<file path="config.mk">
export PLATFORM = sky130hd
export DESIGN_NAME = alu_operand_sequencer_flat
export DESIGN_NICKNAME = d
export VERILOG_FILES = /design/src/rtl/alu_operand_sequencer_if.sv /design/src/rtl/alu_operand_sequencer.sv /design/src/flat_wrapper.sv
export SDC_FILE = /design/constraint.sdc
export NUM_CORES = 1
export LEC_CHECK = 0
export BUFFER_PORTS_ARGS = -buffer_cell sky130_fd_sc_hd__buf_2
export CAP_MARGIN = 40
export CORE_UTILIZATION = 50
export CTS_BUF_LIST = sky130_fd_sc_hd__clkbuf_16
export CTS_CLUSTER_SIZE = 40
export DETAILED_ROUTE_END_ITERATION = 10
export GPL_TIMING_DRIVEN = 0
export PLACE_DENSITY = 0.74
export REMOVE_ABC_BUFFERS = 1
export SETUP_SLACK_MARGIN = 0.4
export SYNTH_ARGS = -nofsm -noshare
export SYNTH_HDL_FRONTEND = slang
export SYNTH_SLANG_ARGS = --single-unit
</file>
<file path="constraint.sdc">
create_clock -name clk -period 2.7 [get_ports clk]
set_clock_uncertainty 0.1 [all_clocks]
set_input_delay 0.405 -clock clk [delete_from_list [all_inputs] [get_ports clk]]
set_output_delay 0.405 -clock clk [all_outputs]
set_load 0.01 [all_outputs]
</file>
<file path="src/rtl/alu_operand_sequencer_if.sv">
// alu_operand_sequencer_if: operand/opcode bus between the sequencer (master) and the ALU (slave).
interface alu_operand_sequencer_if #(
   parameter int WIDTH = 4
);
   logic [WIDTH-1:0] SrcA;
   logic [WIDTH-1:0] SrcB;
   logic [WIDTH-1:0] ALUResult;
   logic [2:0] ALUControl;
   logic Zero;
   modport master (output SrcA, SrcB, ALUControl, input ALUResult, Zero);
   modport slave (input SrcA, SrcB, ALUControl, output ALUResult, Zero);
endinterface

</file>
<file path="src/rtl/alu_operand_sequencer.sv">
// alu_operand_sequencer: debounced key steps capture of A, B, opcode, then registers the ALU result.
// ALU_SEQ_KEEP_OPERANDS_EN: a press in SHOW returns to LOAD_OP so SrcA/SrcB are reused.
module alu_operand_sequencer #(
   parameter int WIDTH = 4,
   parameter int DEBOUNCE_CYCLES = 500000
) (
   input logic clk,
   input logic rst_n,
   input logic key_n,
   input logic [WIDTH-1:0] sw,
   input logic [2:0] op_sw,
   alu_operand_sequencer_if.master alu,
   output logic [WIDTH-1:0] result_q,
   output logic zero_q,
   output logic [2:0] state,
   output logic done
);
   localparam int CW = $clog2(DEBOUNCE_CYCLES);
   typedef enum logic [2:0] {LOAD_A = 3'd0, LOAD_B = 3'd1, LOAD_OP = 3'd2, EXEC = 3'd3, SHOW = 3'd4} state_t;
`ifdef ALU_SEQ_KEEP_OPERANDS_EN
   localparam state_t AFTER_SHOW = LOAD_OP;
`else
   localparam state_t AFTER_SHOW = LOAD_A;
`endif
   logic [1:0] sync;
   logic level;
   logic flip;
   logic press;
   logic [CW-1:0] cnt;
   state_t cur;
   state_t nxt;
   logic ld_a;
   logic ld_b;
   logic ld_op;
   logic cap;
   assign flip = (sync[1] != level) && (cnt == CW'(DEBOUNCE_CYCLES - 1));
   assign done = state == SHOW;
   // press fires only on the accepted 1->0 transition, so a held key gives one pulse
   always_ff @(posedge clk)
      if (!rst_n) begin
         sync <= 2'b11;
         level <= 1'b1;
         cnt <= '0;
         press <= 1'b0;
      end else begin
         sync <= {sync[0], key_n};
         cnt <= (sync[1] == level || flip) ? '0 : cnt + 1'b1;
         level <= level ^ flip;
         press <= flip & level;
      end
   always_comb begin
      cur = state_t'(state);
      nxt = LOAD_A;
      ld_a = 1'b0;
      ld_b = 1'b0;
      ld_op = 1'b0;
      cap = 1'b0;
      case (cur)
         LOAD_A: begin
            nxt = press ? LOAD_B : LOAD_A;
            ld_a = press;
         end
         LOAD_B: begin
            nxt = press ? LOAD_OP : LOAD_B;
            ld_b = press;
         end
         LOAD_OP: begin
            nxt = press ? EXEC : LOAD_OP;
            ld_op = press;
         end
         EXEC: begin
            nxt = SHOW;
            cap = 1'b1;
         end
         SHOW: nxt = press ? AFTER_SHOW : SHOW;
         default: nxt = LOAD_A;
      endcase
   end
   always_ff @(posedge clk)
      if (!rst_n) begin
         state <= LOAD_A;
         alu.SrcA <= '0;
         alu.SrcB <= '0;
         alu.ALUControl <= '0;
         result_q <= '0;
         zero_q <= 1'b0;
      end else begin
         state <= nxt;
         if (ld_a) alu.SrcA <= sw;
         if (ld_b) alu.SrcB <= sw;
         if (ld_op) alu.ALUControl <= op_sw;
         if (cap) begin
            result_q <= alu.ALUResult;
            zero_q <= alu.Zero;
         end
      end
endmodule

</file>
<file path="src/flat_wrapper.sv">
// flat-port wrapper written by rule: the top's interface ports become plain ports
module alu_operand_sequencer_flat 
#(
   parameter int WIDTH = 4,
   parameter int DEBOUNCE_CYCLES = 500000
)
  (clk, rst_n, key_n, sw, op_sw, result_q, zero_q, state, done, alu_SrcA, alu_SrcB, alu_ALUControl, alu_ALUResult, alu_Zero);
  alu_operand_sequencer_if #(.WIDTH(WIDTH)) alu_i ();
  input logic clk;
  input logic rst_n;
  input logic key_n;
  input logic [WIDTH-1:0] sw;
  input logic [2:0] op_sw;
  output logic [WIDTH-1:0] result_q;
  output logic zero_q;
  output logic [2:0] state;
  output logic done;
  output wire logic [$bits(alu_i.SrcA)-1:0] alu_SrcA;
  output wire logic [$bits(alu_i.SrcB)-1:0] alu_SrcB;
  output wire logic [$bits(alu_i.ALUControl)-1:0] alu_ALUControl;
  input wire logic [$bits(alu_i.ALUResult)-1:0] alu_ALUResult;
  input wire logic [$bits(alu_i.Zero)-1:0] alu_Zero;
  assign alu_SrcA = alu_i.SrcA;
  assign alu_SrcB = alu_i.SrcB;
  assign alu_ALUControl = alu_i.ALUControl;
  assign alu_i.ALUResult = alu_ALUResult;
  assign alu_i.Zero = alu_Zero;
  alu_operand_sequencer #(.WIDTH(WIDTH), .DEBOUNCE_CYCLES(DEBOUNCE_CYCLES)) u_core (.clk(clk), .rst_n(rst_n), .key_n(key_n), .sw(sw), .op_sw(op_sw), .alu(alu_i), .result_q(result_q), .zero_q(zero_q), .state(state), .done(done));
endmodule
</file>
==> results.md <==
* Status: finished, final reports clean
* Largest cells by area after synthesis: dfxtp_1 (47%), mux2i_1 (8.9%), nor2b_1 (5.6%), nor2_1 (4.4%), xnor2_1 (3.9%)
* Syn Area/Cell at 10.1 um2
* Worst-path fanout max at 19
* Total GRT Usage at 18.7%
* Hold Buf Count CTS at 0
* Highest routed metal layer: met4
* Kind of critical path: reg2reg
* Fin. Hold Viols at 0
* Hold slack at 218 ps
* Max Slew Vio Count at 0
* CP max-delay cell: o211ai_4
* Die height at 61.9 um
* Proportion of layout cells with a drive suffix above 1 at 23.7%
* Grt total ovfl at 0
* Setup WS pre-CTS at 819 ps
* Routability cong. at 0.850
* Pin count of the biggest net entering global routing at 24
* Synth cell types at 37
* LEAKAGE at 0.809 nW
* WL met2 at 1710 um
* DP Wirelength at 2400 um
* Finish-stage setup viols at 0
* Clock-pin slew on the worst setup and hold paths at 50 ps
* Setup_tns at 0 ps
* EDFF count, synth at 0
* Gate count of the mapped netlist at 178
* Crit-path cells: ha_1 -> and3_1 -> nand3_2 -> o211ai_4 -> nor2_1
* Cell taking the most area after synthesis: dfxtp_1
* CP peak stage delay at 470 ps
* CP endpoint kind: flop
* Routed WL at 3360 um
* Worst slew margin at 65.1%
* R2R setup slack at 830 ps
* Hold Path Class: in2reg
* Sequential fraction of the synthesis area at 46.9%
* R2R Path End: u_core.cnt[13]
* Setup slack after layout at 829 ps
* Crit path buf inv count at 0
* Max Freq at 535 MHz
* Worst slew pin tran at 521 ps
* DR WL/cell at 12.9 um
* Die Span X at 61.9 um
* Hold path cells at 2
* Worst EP required at 2740 ps
* Reg2reg start: u_core.cnt[0]
* Clk buf depth at 2
* Vias in the first global route at 1196
* P per Cell Area at 598 mW/mm2
* Clock buffer count from CTS at 5
* Final Total Pwr at 1.29 mW
* CTS tree: done
* Max_cap viols at 0
* Critical Path AT at 1910 ps
* Mapped Area at 0.00179 mm2
* Crit path launch type: flop
* Initial Utilization at 52.9%
* Top cell type's share of synthesized area at 46.9%
* Final nets at 231
* Reg2reg path depth at 5
* Vias per std cell at 5.21
* Hold endpoint: u_core.sync[0]
* RSZ-0062 raised after global routing: false
* PortBufs at 34
* Top delay family on crit path: simple AND/OR/NAND/NOR gates
* I/O Pins at 35
* Synth cell count leaders: dfxtp_1 (42), nor2_1 (21), mux2i_1 (16), nor2b_1 (16), nand3_1 (9)
* Drt pass-1 iters at 4
* Synth warn at 0
* Post-route DRC at 0
* Vias at 1359
* FP Rows at 21
* Antenna Cells at 0
* Fillers at 283
* Clock root cell: clkbuf_16
* Initial antenna violation count at 0
* Most common cell in the netlist: dfxtp_1
* Final min period at 1870 ps
* Postcts setup bufs at 0
* Final worst-path cycle share at 69.3%
* Worst-Skew Late Latency at 280 ps
* Routed Antenna Nets at 0
* Synth Flop Type: dfxtp_1
* Metal-1 WL at 1450 um
* DR WL met3 at 125 um
* Die ar. at 0.00383 mm2
* Core area at 0.00339 mm2
* DRT iter0 DRCs at 33
* Async SR Flop Fraction at 0%
* Layout area overhead at 20.3%
* Synth Register Bits at 42
* Post-CTS sizing at 0
* First-pass GRT wire length at 4970 um
* CTS H-tree lvls at 2
* Hold Crit Start: key_n
* Finished Core Util at 63.6%
* Max rail drop VDD at 404 uV
* Sink Count at 42
## through the flow
| stage | instances | cell area, um2 |
|---|---|---|
| finish | 261 | 2160 |
| detailed placement | 254 | 2000 |
| global route | 261 | 2160 |
| CTS | 261 | 2160 |
| global placement | 254 | 2000 |
| floorplan | 174 | 1770 |
## cell usage in the layout (no fill, tap or decap), types with 5 or more instances in the layout
cell / synthesis / layout
clkbuf_16: 0 / 5
xnor2_1: 8 / 8
nor2_1: 21 / 21
buf_2: 0 / 34
nand3_1: 9 / 9
mux2i_1: 16 / 16
nand4_1: 5 / 5
nor2b_1: 16 / 16
nand2b_1: 7 / 7
xor2_1: 7 / 7
dfxtp_1: 42 / 42
## worst reg2reg max path: cells and delay by family, from the launching register on
kind / cells / cell delay (ps)
adder cells (fa/ha/maj): 1 / 220
AND/OR/NAND/NOR: 3 / 560
AO/OA/AOI/OAI: 1 / 470
flip-flops: 1 / 380
## sequential cells by signal, summed over array words and instances, names as in the netlist, 2 cells and up, named ones only
| register | flops |
|---|---|
| u_core.alu.SrcB | 4 |
| u_core.sync | 2 |
| u_core.state | 3 |
| u_core.result_q | 4 |
| u_core.alu.ALUControl | 3 |
| u_core.cnt | 19 |
| u_core.alu.SrcA | 4 |
## power by group
| part | internal (mW) | total (mW) | switching (mW) | leakage, nW |
|---|---|---|---|---|
| logic | 0.0133 | 0.0249 | 0.0115 | 0.393 |
| registers | 0.622 | 0.623 | 0.00111 | 0.339 |
| clock network | 0.427 | 0.642 | 0.215 | 0.0773 |
## worst max-delay path by stage
stage	startpoint	to	slack (ps)	depth (start not counted)
floorplan	u_core.cnt[0]	u_core.cnt[16]	1060	5
global placement	u_core.cnt[0]	u_core.cnt[3]	890	5
detailed placement	u_core.cnt[0]	u_core.cnt[13]	820	5
CTS	u_core.cnt[0]	u_core.cnt[13]	800	5
global route	u_core.cnt[0]	u_core.cnt[3]	670	5
finish	u_core.cnt[0]	u_core.cnt[13]	830	5
## per-layer routing
| metal | vias up | track usage (%) |
|---|---|---|
| li1 | 692 | - |
| met1 | 635 | 19.0 |
| met2 | 26 | 32.9 |
| met3 | 6 | 5.59 |
| met4 | 0 | 12.7 |
| met5 | - | 0 |
## final cells by class
type	instances	area [um2]	area share, %
clock buffer	5	125	5.80
clock inverter	2	33.8	1.57
inverter	4	15.0	0.696
multi-input combinational	128	913	42.4
sequential	42	841	39.0
tap	46	57.6	2.67
timing repair buffer	34	170	7.89
## cell families (layout without fill, tap and decap cells)
family,Yosys count,after routing,share of synthesized area (%)
xor+xnor,15,15,7.33
fa+ha+maj,1,1,0.698
mux,17,17,9.57
compound gates,11,11,4.47
flops,42,42,46.9
buf+inv,8,45,2.09
simple gates,84,84,28.9
(Power assumes the default switching activity.)
